$ cat src/rtl/kbd_pkg.sv
// Shared types and constants for the PS/2 keyboard event decoder:
// parser states, prefix and modifier scancodes, and the queued event record.
package kbd_pkg;

    typedef enum logic [1:0] {
        IDLE    = 2'd0,
        EXT     = 2'd1,
        BRK     = 2'd2,
        EXT_BRK = 2'd3
    } parse_state_t;

    localparam logic [7:0] PFX_E0 = 8'hE0;
    localparam logic [7:0] PFX_F0 = 8'hF0;

    localparam logic [7:0] SC_LSHIFT = 8'h12;
    localparam logic [7:0] SC_RSHIFT = 8'h59;
    localparam logic [7:0] SC_CTRL   = 8'h14;
    localparam logic [7:0] SC_ALT    = 8'h11;
    localparam logic [7:0] SC_CAPS   = 8'h58;

    // Bit positions of each physically distinct modifier key in the held vector.
    localparam int HK_LSHIFT = 0;
    localparam int HK_RSHIFT = 1;
    localparam int HK_LCTRL  = 2;
    localparam int HK_RCTRL  = 3;
    localparam int HK_LALT   = 4;
    localparam int HK_RALT   = 5;
    localparam int HK_CAPS   = 6;
    localparam int HK_COUNT  = 7;

    typedef struct packed {
        logic [7:0] code;
        logic       ext;
        logic       brk;
        logic [3:0] mods;
    } kbd_event_t;

    // Keyboard status/ack bytes that never form part of a key sequence.
    function automatic logic is_filler_byte(input logic [7:0] b);
        return (b == 8'h00) || (b == 8'hAA) || (b == 8'hE1) ||
               (b == 8'hFA) || (b == 8'hFE) || (b == 8'hFF);
    endfunction

endpackage

$ cat src/rtl/kbd_event_fifo.sv
// Small synchronous FIFO holding decoded key events; a push on a full FIFO is
// accepted only when a pop happens on the same edge, otherwise it is reported as dropped.
module kbd_event_fifo #(
    parameter int DEPTH = 4,
    parameter int WIDTH = 14
) (
    input  logic             clk,
    input  logic             reset,
    input  logic             push,
    input  logic [WIDTH-1:0] wdata,
    input  logic             pop,
    output logic [WIDTH-1:0] rdata,
    output logic             empty,
    output logic             dropped
);

    localparam int AW = $clog2(DEPTH);
    localparam int CW = $clog2(DEPTH) + 1;
    localparam logic [CW-1:0] FULL_COUNT = CW'(DEPTH);

    logic [WIDTH-1:0] mem [DEPTH];
    logic [AW-1:0]    wr_ptr;
    logic [AW-1:0]    rd_ptr;
    logic [CW-1:0]    count;
    logic             full;
    logic             do_push;
    logic             do_pop;

    assign empty   = (count == '0);
    assign full    = (count == FULL_COUNT);
    assign do_pop  = pop && !empty;
    assign do_push = push && (!full || do_pop);
    assign dropped = push && !do_push;
    assign rdata   = mem[rd_ptr];

    // Storage has no reset; the read side is only meaningful while not empty.
    always_ff @(posedge clk) begin
        if (do_push) begin
            mem[wr_ptr] <= wdata;
        end
    end

    // Pointers wrap naturally because DEPTH is a power of two.
    always_ff @(posedge clk) begin
        if (reset) begin
            wr_ptr <= '0;
            rd_ptr <= '0;
            count  <= '0;
        end else begin
            if (do_push) begin
                wr_ptr <= wr_ptr + 1'b1;
            end
            if (do_pop) begin
                rd_ptr <= rd_ptr + 1'b1;
            end
            case ({do_push, do_pop})
                2'b10:   count <= count + 1'b1;
                2'b01:   count <= count - 1'b1;
                default: count <= count;
            endcase
        end
    end

endmodule

$ cat src/rtl/kbd_event_decoder.sv
// PS/2 scancode-set-2 parser turning E0/F0 sequences into queued make/break events
// with modifier state. Optional autorepeat suppression: define KBD_TYPEMATIC_FILTER_EN.
module kbd_event_decoder
    import kbd_pkg::*;
#(
    parameter int EV_FIFO_DEPTH = 4,
    parameter int MOD_TRACK     = 1
) (
    input  logic       clk,
    input  logic       reset,
    input  logic       ready,
    input  logic [7:0] data,
    output logic       nextdata_n,
    output logic       ev_valid,
    input  logic       ev_ready,
    output logic [7:0] ev_code,
    output logic       ev_ext,
    output logic       ev_break,
    output logic [3:0] ev_mods,
    output logic       overflow
);

    localparam int EW = $bits(kbd_event_t);

    parse_state_t        state;
    parse_state_t        state_next;
    logic                capture;
    logic                emit;
    logic                emit_ext;
    logic                emit_brk;
    logic                accept;
    logic [HK_COUNT-1:0] held;
    logic [HK_COUNT-1:0] held_next;
    logic                caps_on;
    logic                caps_next;
    logic [3:0]          mods_post;
    logic [3:0]          event_mods;
    kbd_event_t          push_ev;
    kbd_event_t          head_ev;
    logic [EW-1:0]       head_raw;
    logic                fifo_empty;
    logic                fifo_dropped;
    logic                pop;

    // A byte is taken only while the pop strobe is idle, so at most one byte per two cycles.
    assign capture = ready && nextdata_n;

    always_ff @(posedge clk) begin
        if (reset) begin
            nextdata_n <= 1'b1;
        end else begin
            nextdata_n <= !capture;
        end
    end

    always_ff @(posedge clk) begin
        if (reset) begin
            state <= IDLE;
        end else begin
            state <= state_next;
        end
    end

    always_comb begin
        state_next = state;
        emit       = 1'b0;
        emit_ext   = 1'b0;
        emit_brk   = 1'b0;
        if (capture) begin
            case (state)
                IDLE: begin
                    if (data == PFX_E0) begin
                        state_next = EXT;
                    end else if (data == PFX_F0) begin
                        state_next = BRK;
                    end else if (!is_filler_byte(data)) begin
                        emit = 1'b1;
                    end
                end
                EXT: begin
                    if (data == PFX_F0) begin
                        state_next = EXT_BRK;
                    end else if (data != PFX_E0) begin
                        emit       = 1'b1;
                        emit_ext   = 1'b1;
                        state_next = IDLE;
                    end
                end
                BRK: begin
                    emit       = 1'b1;
                    emit_brk   = 1'b1;
                    state_next = IDLE;
                end
                EXT_BRK: begin
                    emit       = 1'b1;
                    emit_ext   = 1'b1;
                    emit_brk   = 1'b1;
                    state_next = IDLE;
                end
                default: state_next = IDLE;
            endcase
        end
    end

`ifdef KBD_TYPEMATIC_FILTER_EN
    logic       last_valid;
    logic       last_ext;
    logic [7:0] last_code;
    logic       same_as_last;

    assign same_as_last = last_valid && (last_ext == emit_ext) && (last_code == data);
    assign accept       = emit && !(same_as_last && !emit_brk);

    // Remembers the most recent make; its own break forgets it, any new make replaces it.
    always_ff @(posedge clk) begin
        if (reset) begin
            last_valid <= 1'b0;
            last_ext   <= 1'b0;
            last_code  <= '0;
        end else if (emit && !emit_brk && !same_as_last) begin
            last_valid <= 1'b1;
            last_ext   <= emit_ext;
            last_code  <= data;
        end else if (emit && emit_brk && same_as_last) begin
            last_valid <= 1'b0;
        end
    end
`else
    assign accept = emit;
`endif

    // Left and right copies of a modifier are held separately so releasing one keeps the other active.
    always_comb begin
        held_next = held;
        caps_next = caps_on;
        if (accept) begin
            case ({emit_ext, data})
                {1'b0, SC_LSHIFT}: held_next[HK_LSHIFT] = !emit_brk;
                {1'b0, SC_RSHIFT}: held_next[HK_RSHIFT] = !emit_brk;
                {1'b0, SC_CTRL}:   held_next[HK_LCTRL]  = !emit_brk;
                {1'b1, SC_CTRL}:   held_next[HK_RCTRL]  = !emit_brk;
                {1'b0, SC_ALT}:    held_next[HK_LALT]   = !emit_brk;
                {1'b1, SC_ALT}:    held_next[HK_RALT]   = !emit_brk;
                {1'b0, SC_CAPS}: begin
                    if (!emit_brk && !held[HK_CAPS]) begin
                        caps_next = !caps_on;
                    end
                    held_next[HK_CAPS] = !emit_brk;
                end
                default: ;
            endcase
        end
    end

    always_ff @(posedge clk) begin
        if (reset) begin
            held    <= '0;
            caps_on <= 1'b0;
        end else begin
            held    <= held_next;
            caps_on <= caps_next;
        end
    end

    assign mods_post = {caps_next,
                        held_next[HK_LALT]   | held_next[HK_RALT],
                        held_next[HK_LCTRL]  | held_next[HK_RCTRL],
                        held_next[HK_LSHIFT] | held_next[HK_RSHIFT]};

    assign event_mods = (MOD_TRACK != 0) ? mods_post : 4'h0;

    always_comb begin
        push_ev.code = data;
        push_ev.ext  = emit_ext;
        push_ev.brk  = emit_brk;
        push_ev.mods = event_mods;
    end

    assign pop = ev_valid && ev_ready;

    kbd_event_fifo #(
        .DEPTH (EV_FIFO_DEPTH),
        .WIDTH (EW)
    ) u_fifo (
        .clk     (clk),
        .reset   (reset),
        .push    (accept),
        .wdata   (push_ev),
        .pop     (pop),
        .rdata   (head_raw),
        .empty   (fifo_empty),
        .dropped (fifo_dropped)
    );

    always_ff @(posedge clk) begin
        if (reset) begin
            overflow <= 1'b0;
        end else if (fifo_dropped) begin
            overflow <= 1'b1;
        end
    end

    // Head fields read as zero while the FIFO is empty so uninitialised storage never shows.
    assign ev_valid = !fifo_empty;
    assign head_ev  = ev_valid ? kbd_event_t'(head_raw) : '0;
    assign ev_code  = head_ev.code;
    assign ev_ext   = head_ev.ext;
    assign ev_break = head_ev.brk;
    assign ev_mods  = head_ev.mods;

endmodule

$ cat config.mk
export PLATFORM = sky130hd
export DESIGN_NAME = kbd_event_decoder
export DESIGN_NICKNAME = d
export VERILOG_FILES = /design/src/rtl/kbd_pkg.sv /design/src/rtl/kbd_event_fifo.sv /design/src/rtl/kbd_event_decoder.sv
export SDC_FILE = /design/constraint.sdc
export NUM_CORES = 1
export LEC_CHECK = 0
export ABC_AREA = 1
export CAP_MARGIN = 10
export CORE_ASPECT_RATIO = 1.4
export CORE_MARGIN = 10
export CORE_UTILIZATION = 57
export DETAILED_ROUTE_END_ITERATION = 6
export PLACE_DENSITY = 0.85
export RECOVER_POWER = 25
export SETUP_SLACK_MARGIN = 0.2
export SLEW_MARGIN = 20
export SYNTH_ARGS = -nofsm -noshare
export SYNTH_HDL_FRONTEND = slang
export SYNTH_HIERARCHICAL = 1
export SYNTH_SLANG_ARGS = --single-unit
$ cat constraint.sdc
create_clock -name clk -period 3.3 [get_ports clk]
set_clock_uncertainty 0.05 [all_clocks]
set_input_delay 0.99 -clock clk [delete_from_list [all_inputs] [get_ports clk]]
set_output_delay 0.99 -clock clk [all_outputs]
set_load 0.03 [all_outputs]
==> flow_metrics.env <==
export IMPL_outcome="complete, no violations"
export IMPL_hold_viol_final=0
export IMPL_ys_warn_count=6
export IMPL_synth_main_ff_cell="edfxtp_1"
export IMPL_num_io_pins=29
export IMPL_critPathMaxFanout=28
export IMPL_cts_reportedPaths_clkPinSlew_ps=70
export IMPL_syn_nets=404
export IMPL_synth_area_um2=3526
export IMPL_worstSetupStartpointType="flop"
export IMPL_worst_pin_slew_ps=477.6
export IMPL_initialDrtViolationCount=256
export IMPL_arrival_ps=1970
export IMPL_layout_cells_non_filler=519
export IMPL_wl_um=7593
export IMPL_mostFrequentLayoutCells="86 x nor2_1, 59 x inv_1, 56 x edfxtp_1"
export IMPL_r2r_start="u_fifo/count[1]"
export IMPL_grt_max_degree=29
export IMPL_vdd_ir_drop_max_v=0.0002775
export IMPL_die_h_um=113.1
export IMPL_h_tree_depth=3
export IMPL_layout_commonest_cell="nor2_1"
export IMPL_maxSlewHeadroom_pct=68.06
export IMPL_path_class="reg -> out"
export IMPL_finalSetupViolCount=0
export IMPL_start_util_pct=59.30
export IMPL_crit_required_ps=2260
export IMPL_netSwitchingPower_mw=0.7440
export IMPL_cts_max_path_buffers=2
export IMPL_vias=2864
export IMPL_seq_area_frac_synth_pct=59.62
export IMPL_fin_nets=461
export IMPL_port_buffer_count=28
export IMPL_ys_types=26
export IMPL_finalMaxSlewViolations=0
export IMPL_n_antenna_cell=0
export IMPL_area_growth_pct=19.66
export IMPL_synth_edf_count=56
export IMPL_min_from="held[6]"
export IMPL_min_period_over_period_pct=91.14
export IMPL_cp_top_family="buffers and inverters"
export IMPL_ant_nets=0
export IMPL_wl_per_cell_um=14.63
export IMPL_cp_slowest_stage_delay_ps=420
export IMPL_dieArea_um2=9776
export IMPL_avgViaCountPerCell=5.518
export IMPL_die_w_um=86.47
export IMPL_path_buf_inv=3
export IMPL_path_cells="buf_4, o21ai_0, o22ai_1, inv_1, nor2_1, dlygate4sd2_1"
export IMPL_p_int_mw=1.577
export IMPL_rsz0062_at_grt="no"
export IMPL_antenna_found_initial=0
export IMPL_worstSkewPairLatency_ps=340
export IMPL_pwr_share_seq_pct=47.9
export IMPL_clkPwrFrac_pct=25.4
export IMPL_nFillCells=441
export IMPL_track_usage_pct=15.58
export IMPL_cts_root_buf="clkbuf_8"
export IMPL_layout_min_cycle_time_ps=3008
export IMPL_cts_tree="yes"
export IMPL_gp_congestion=0.9161
export IMPL_pwr_share_comb_pct=26.7
export IMPL_synthCells=387
export IMPL_maxCapViolCount=0
export IMPL_cts_made_buffers=9
export IMPL_drc_errors=0
export IMPL_cts_sinks=77
export IMPL_fmax_mhz=332.5
export IMPL_drtPass1Iterations=5
export IMPL_grt_pass1_wl_um=12220
export IMPL_hp_class="reg -> reg"
export IMPL_power_density_nw_per_um2=550.1
export IMPL_grt_pass1_vias=2738
export IMPL_end_kind="output port"
export IMPL_avgSynthCellArea_um2=9.111
export IMPL_crit_path_top_delay_cell="dlygate4sd2_1"
export IMPL_core_area_um2=5946
export IMPL_dp_cells=500
export IMPL_rows=33
export IMPL_drive_gt1_share_pct=12.25
export IMPL_overflow=0
export IMPL_dp_hpwl_um=5039
export IMPL_netSwitchingFraction_pct=32.06
export IMPL_holdWs_ps=401.3
export IMPL_synth_seq_cells=77
export IMPL_leakage_nw=1.742
export IMPL_async_flop_share_pct=0
==> flip-flops by register name (all words and copies together) (netlist names), named ones only <==
signal,cells
caps_on,1
held,7
nextdata_n,1
overflow,1
state,2
u_fifo/count,3
u_fifo/mem,56
u_fifo/rd_ptr,2
u_fifo/wr_ptr,2
==> worst min-delay path, delay by kind of cell, from the launching register on <==
kind | cells | cell delay, ps
flops | 1 | 300
compound gates | 1 | 50
buf+inv | 1 | 60
==> cells in the mapped netlist (2+ instances only) <==
master / n / share of area, %
a21oi_1: 9 / 1.3
inv_1: 61 / 6.5
inv_2: 3 / 0.32
o21ai_0: 37 / 5.3
edfxtp_1: 56 / 48
nand2_1: 45 / 4.8
clkbuf_1: 6 / 0.64
nor2_1: 85 / 9.0
o22ai_1: 14 / 2.5
nor2_4: 2 / 0.64
dfxtp_1: 21 / 12
o21ai_1: 2 / 0.28
nand3_1: 13 / 1.8
nor2_2: 4 / 0.71
buf_2: 4 / 0.57
nand2_2: 8 / 1.4
nand4_1: 5 / 0.89
ha_1: 4 / 1.4
==> worst paths after layout <==
| path | slack, ps | cells after the start | to |
|---|---|---|---|
| worst min-delay path | 400 | 2 | held[6] |
| worst max register to register | 820 | 14 | u_fifo/count[2] |
| worst min register to register | 400 | 2 | held[6] |
| worst max-delay path | 290 | 6 | ev_code[7] |
==> through the flow <==
step | instance area (µm²) | setup TNS, ps | worst slack, ps | power [mW] | utilization (%)
3_3_place_gp | 4089 | -0.1157 | -0.1157 | 1.730 | 68.77
2_1_floorplan | 3526 | 0 | 518.9 | 1.511 | -
4_1_cts | 4277 | 0 | 50.29 | 2.334 | 71.93
3_5_place_dp | 4089 | -84.37 | -84.37 | 1.749 | 68.77
6_report | 4219 | 0 | 292.3 | 2.321 | 70.96
5_1_grt | 4219 | 0 | 151.3 | 2.438 | 70.96
==> per-layer routing <==
layer | up-vias | share of wire (%) | GRT usage (%) | wire length, µm
li1 | 1376 | - | - | -
met1 | 1356 | 37 | 15.80 | 2812
met2 | 110 | 54 | 28.87 | 4132
met3 | 22 | 6.1 | 4.451 | 463
met4 | 0 | 2.4 | 5.850 | 184
met5 | - | 0 | 0 | 0
==> kinds of logic (layout without fill, tap and decap cells) <==
family	after synthesis	after routing	share of synthesized area, %
AOI/OAI and AO/OA	64	64	9.936
adders and majority gates	5	5	1.987
buffers and inverters	75	137	8.126
DFF	77	77	59.62
and+or+nand+nor	166	166	20.33
==> power groups by stage <==
| stage | sequential (mW) | combinational (mW) | clock [mW] |
|---|---|---|---|
| floorplan | 1.13 | 0.380 | 0 |
| global placement | 1.13 | 0.600 | 0 |
| detailed placement | 1.13 | 0.617 | 0 |
| CTS | 1.11 | 0.630 | 0.592 |
| global route | 1.11 | 0.675 | 0.648 |
| finish | 1.11 | 0.620 | 0.589 |
==> timing repair <==
action / CTS / global route
hold buffers: 0 / 0
buffers inserted: 3 / 0
gates resized for setup: 16 / 10
setup endpoints to repair: 15 / 3
==> final cells by class <==
type | instances | area (µm²) | area share (%)
tap | 70 | 87.58 | 2.076
timing repair buffer | 56 | 474.2 | 11.24
inverter | 65 | 252.7 | 5.990
clock buffer | 12 | 135.1 | 3.203
clock inverter | 4 | 25.02 | 0.5931
sequential | 77 | 2102 | 49.82
multi-input combinational | 235 | 1142 | 27.08
Note: power is estimated with default switching activity, not from simulation.
==> RTL edit 1, RTL diff (config.mk and constraints unchanged) <==
The 4 states of `parse_state_t` get a one-hot encoding in 4 bits.
--- a/src/rtl/kbd_pkg.sv
+++ b/src/rtl/kbd_pkg.sv
@@ -2,11 +2,11 @@
 // parser states, prefix and modifier scancodes, and the queued event record.
 package kbd_pkg;
 
-    typedef enum logic [1:0] {
-        IDLE    = 2'd0,
-        EXT     = 2'd1,
-        BRK     = 2'd2,
-        EXT_BRK = 2'd3
+    typedef enum logic [3:0] {
+        IDLE    = 4'b0001,
+        EXT     = 4'b0010,
+        BRK     = 4'b0100,
+        EXT_BRK = 4'b1000
     } parse_state_t;
 
     localparam logic [7:0] PFX_E0 = 8'hE0;
Check against the original RTL: no difference found for any inputs over 4 cycles, from zero or initial values and one cycle with reset high; so few cycles prove little.
==> RTL edit 1 against the original RTL <==
Area after synthesis rose by 4.5%; highest routed layer unchanged; cell count grew 4.8%; combinational power up 16%; wire length up 3.7%; sequential cell count rose by 2; total power grew 11%; final area grew 5.8%; setup slack got worse by 0.010 ns; critical path type is now in2reg.
==> RTL edit 1: results (changes against the original RTL) <==
- Outcome: completed (unchanged)
- Yosys cell types: 33 (was 26)
- Largest stage delay on the critical path: 0.50 ns (was 0.42 ns)
- Layout cells sized above 1: 0.174 (was 0.122)
- Final RePlAce weighted congestion: 0.889 (was 0.916)
- Final net count: 484 (was 461)
- Global-route wire length before repair: 12.8 mm (was 12.2 mm)
- Gr usage total: 0.162 (was 0.156)
- Number of synthesized flops with an enable pin: 56 (unchanged)
- Fraction of registers with async set/reset: 0 (unchanged)
- Worst-margin pin slew: 0.495 ns (was 0.478 ns)
- Post-synth top area share: 0.457 (was 0.477)
- Top Registers: u_fifo/mem: 56 flops, held: 7 flops, state: 4 flops (was u_fifo/mem: 56 flops, held: 7 flops, u_fifo/count: 3 flops)
- Critical path fanouts, max: 8 (was 28)
- Clock power frac: 0.273 (was 0.254)
- Worst path top cell family by delay: buffers and inverters (unchanged)
- Vias in the first global route: 2840 (was 2738)
- Ant. Diodes: 0 (unchanged)
- Initial antenna violation count: 0 (unchanged)
- Crit-path slowest cell: clkdlybuf4s50_1 (was dlygate4sd2_1)
- DRT iter0 DRCs: 214 (was 256)
- DP HPWL: 5.79 mm (was 5.04 mm)
- Clock slew at reported path FFs: 0.08 ns
- H-tree lvl count: 3 (unchanged)
- Leakage power: 1.87 nW (was 1.74 nW)
- Worst vdd ir: 300 uV (was 277 uV)
- Clock Latency Late Sink: 0.35 ns
- Worst slack at placement: -0.117 ns (was -0.0844 ns)
- Synth area leaders: edfxtp_1 46%, dfxtp_1 13%, nor2_1 7.5%, nand2_1 6.0%, inv_1 5.0% (was edfxtp_1 48%, dfxtp_1 12%, nor2_1 9.0%, inv_1 6.5%, o21ai_0 5.3%)
- Vias per cell: 5.33 (was 5.52)
- Synth cell count leaders: 74 x nor2_1, 59 x nand2_1, 56 x edfxtp_1, 49 x inv_1, 36 x o21ai_0 (was 85 x nor2_1, 61 x inv_1, 56 x edfxtp_1, 45 x nand2_1, 37 x o21ai_0)
- Crit path DAT: 3.02 ns (was 1.97 ns)
- Synthesis warning total: 6 (unchanged)
- Port bufs: 28 (unchanged)
- Switch Pwr: 0.854 mW (was 0.744 mW)
- Syn Nets: 417 (was 404)
- Register area share after synthesis: 0.582 (was 0.596)
- Detailed Route WL: 7.88 mm (was 7.59 mm)
- TritonCTS buffer count: 9 (unchanged)
- Pre-antenna DRT Iters: 4 (was 5)
- Fillers: 426 (was 441)
- Worst hold-check path type: reg2reg (unchanged)
RTL edit 1: power by group through the flow:
stage                     combinational, mW  clock [mW]  sequential [mW]
after CTS                             0.697       0.717             1.15
after global placement                0.718           0             1.17
final                                 0.717       0.704             1.15
after floorplan                       0.460           0             1.17
after global routing                  0.784       0.770             1.16
after detailed placement              0.741           0             1.18
RTL edit 1: cells by family (layout without fill, tap and decap cells):
group | after synthesis | after routing | share of synthesized area
and+or+nand+nor | 180 | 180 | 0.220
AOI/OAI and AO/OA | 70 | 70 | 0.109
buffers and inverters | 66 | 138 | 0.0707
adders and majority gates | 5 | 5 | 0.0190
DFF | 79 | 79 | 0.582
RTL edit 1: cell type report:
type,count,area [um2],area share
Clock buffer,10,128,0.0286
Clock inverter,6,70.1,0.0157
Inverter,55,215,0.0482
Multi-Input combinational cell,255,1290,0.290
Sequential cell,79,2140,0.480
Tap cell,72,90.1,0.0202
Timing Repair Buffer,67,527,0.118
RTL edit 1: metal layers:
metal,global-route usage,share of wire
met1,0.157,0.37
met2,0.305,0.57
met3,0.0425,0.045
met4,0.0736,0.018
met5,0,0
RTL edit 1: path summary, 6_finish.rpt:
check / end / slack (ns) / cells past startpoint / start
min reg2reg: u_fifo/rd_ptr[1] / 0.43 / 2 / u_fifo/rd_ptr[1]
max: u_fifo/mem[0][13] / 0.28 / 14 / data[4]
max reg2reg: u_fifo/count[2] / 0.95 / 12 / u_fifo/count[1]
min: u_fifo/rd_ptr[1] / 0.43 / 2 / u_fifo/rd_ptr[1]
RTL edit 1: repair_timing:
| action | in CTS | in global routing |
|---|---|---|
| pin swaps | 0 | 1 |
| buffers inserted | 0 | 3 |
| hold endpoints to repair | 0 | 0 |
| gates resized for setup | 15 | 14 |
| setup endpoints to repair | 15 | 22 |
RTL edit 1: worst min-delay path: cells and delay by family (launching register included):
| family | cells | cell delay (ns) |
|---|---|---|
| AOI/OAI and AO/OA | 1 | 0.07 |
| buffers and inverters | 1 | 0.06 |
| DFF | 1 | 0.31 |
RTL edit 1: through the flow:
step                      cell area (um2)  utilization  instances  setup TNS [ns]
after CTS                            4460        0.713        541               0
final                                4460        0.714        544               0
after detailed placement             4270        0.683        525          -0.842
after global routing                 4460        0.714        544               0
after floorplan                      3680            -        400               0
after global placement               4270        0.683        525         -0.0231
==> RTL edit 2, RTL diff (same settings) <==
Made on the original files. The option `KBD_TYPEMATIC_FILTER_EN` is turned on by a define.
--- a/src/rtl/kbd_event_decoder.sv
+++ b/src/rtl/kbd_event_decoder.sv
@@ -1,5 +1,7 @@
 // PS/2 scancode-set-2 parser turning E0/F0 sequences into queued make/break events
 // with modifier state. Optional autorepeat suppression: define KBD_TYPEMATIC_FILTER_EN.
+`define KBD_TYPEMATIC_FILTER_EN
+
 module kbd_event_decoder
     import kbd_pkg::*;
 #(
Behaviour: not the same (Yosys sat finds a counterexample within 4 cycles, from zero or initial values and one cycle with reset high).
==> RTL edit 2 against the original RTL <==
Register-to-register slack improved by 0.13 ns; total power increased by 17%; fmax grew 0.74%; final area is 20% higher; setup slack better by 0.022 ns; clock power increased by 34%; area after synthesis increased by 17%; count of clock-buffer cells in the layout down 2; wire length increased by 28%; sequential cell count increased by 10; critical path type is now in2reg; critical endpoint is now u_fifo/count[2]; largest cell class unchanged.
==> RTL edit 2: results (changes against the original RTL) <==
- Comb_multi_in: 308 (was 235)
- Seq area share: 0.455 (was 0.498)
- Vias in the first global route: 3599 (was 2738)
- Nonclk buf count: 77 (was 56)
- Critical path fanouts, max: 5 (was 28)
- Global-route wire length before repair: 16.2 mm (was 12.2 mm)
- Area of the multi-input gates: 0.00155 mm2 (was 0.00114 mm2)
- Syn Nets: 489 (was 404)
- Tapcells: 95 (was 70)
- Outcome: completed (unchanged)
- Worst slack at placement: -0.305 ns (was -0.0844 ns)
- Yosys cell types: 36 (was 26)
- Hold_sp: u_fifo/rd_ptr[1] (was held[6])
- Largest stage delay on the critical path: 0.46 ns (was 0.42 ns)
- Crit-path slowest cell: clkdlybuf4s50_1 (was dlygate4sd2_1)
- Worst vdd ir: 244 uV (was 277 uV)
- Synth cell count leaders: 99 x nor2_1, 65 x nand2_1, 56 x edfxtp_1, 51 x o21ai_0, 46 x inv_1 (was 85 x nor2_1, 61 x inv_1, 56 x edfxtp_1, 45 x nand2_1, 37 x o21ai_0)
- Non-clk buf share: 0.123 (was 0.112)
- Final RePlAce weighted congestion: 0.892 (was 0.916)
- Wire per inst: 15.0 um (was 14.6 um)
- Layout cells sized above 1: 0.179 (was 0.122)
- Postcts setup bufs: 1 (was 3)
- R2r setup slk: 0.95 ns (was 0.82 ns)
- Worst r2r path cells: 13 (was 14)
- Final net count: 565 (was 461)
- PostCTS Resize Cnt: 27 (was 16)
==> RTL edit 2: cell types whose count changed after synthesis, sizes merged, moves of 2 or more <==
cell | before | now
a21oi | 10 | 13
buf | 4 | 6
dfxtp | 21 | 31
nand2 | 54 | 78
nand3 | 14 | 20
nand4 | 5 | 7
nor2 | 91 | 103
nor3 | 0 | 5
o21ai | 39 | 51
or2 | 0 | 2
xnor2 | 0 | 2
==> RTL edit 2: power groups by stage <==
stage	Sequential [mW]	Combinational [mW]	Clock, mW
after detailed placement	1.28	0.693	0
after global placement	1.27	0.665	0
after CTS	1.25	0.671	0.796
after floorplan	1.27	0.426	0
final	1.25	0.667	0.788
after global routing	1.26	0.734	0.840
==> RTL edit 2: worst max path at each step <==
stage | to | slack, ns | cells past startpoint
2_1_floorplan | u_fifo/mem[0][0] | 0.19 | 13
3_3_place_gp | u_fifo/count[2] | -0.20 | 19
3_5_place_dp | u_fifo/count[2] | -0.30 | 19
4_1_cts | ev_code[7] | 0.08 | 6
5_1_grt | u_fifo/count[2] | 0.1 | 19
6_report | u_fifo/count[2] | 0.31 | 18
==> RTL edit 2: per-layer routing <==
metal	up-vias	global-route usage	routed length, um
met2	105	0.337	5270
met4	0	0.0803	229
met1	1670	0.181	3750
met5	-	0	0
li1	1711	-	-
met3	23	0.0390	454
==> RTL edit 2: logic make-up after synthesis <==
logic type	share of synthesized area
simple gates	0.240
flops	0.556
compound gates	0.108
buf+inv	0.0728
fa+ha+maj	0.0169
xor+xnor	0.00635
==> RTL edit 2: stage by stage <==
step           hold slack (ns)  instance area (um2)  instances
2_1_floorplan            0.385                 4140        472
3_3_place_gp             0.392                 4850        628
3_5_place_dp             0.408                 4850        628
4_1_cts                  0.421                 5060        645
5_1_grt                  0.459                 5060        648
6_report                 0.418                 5060        648
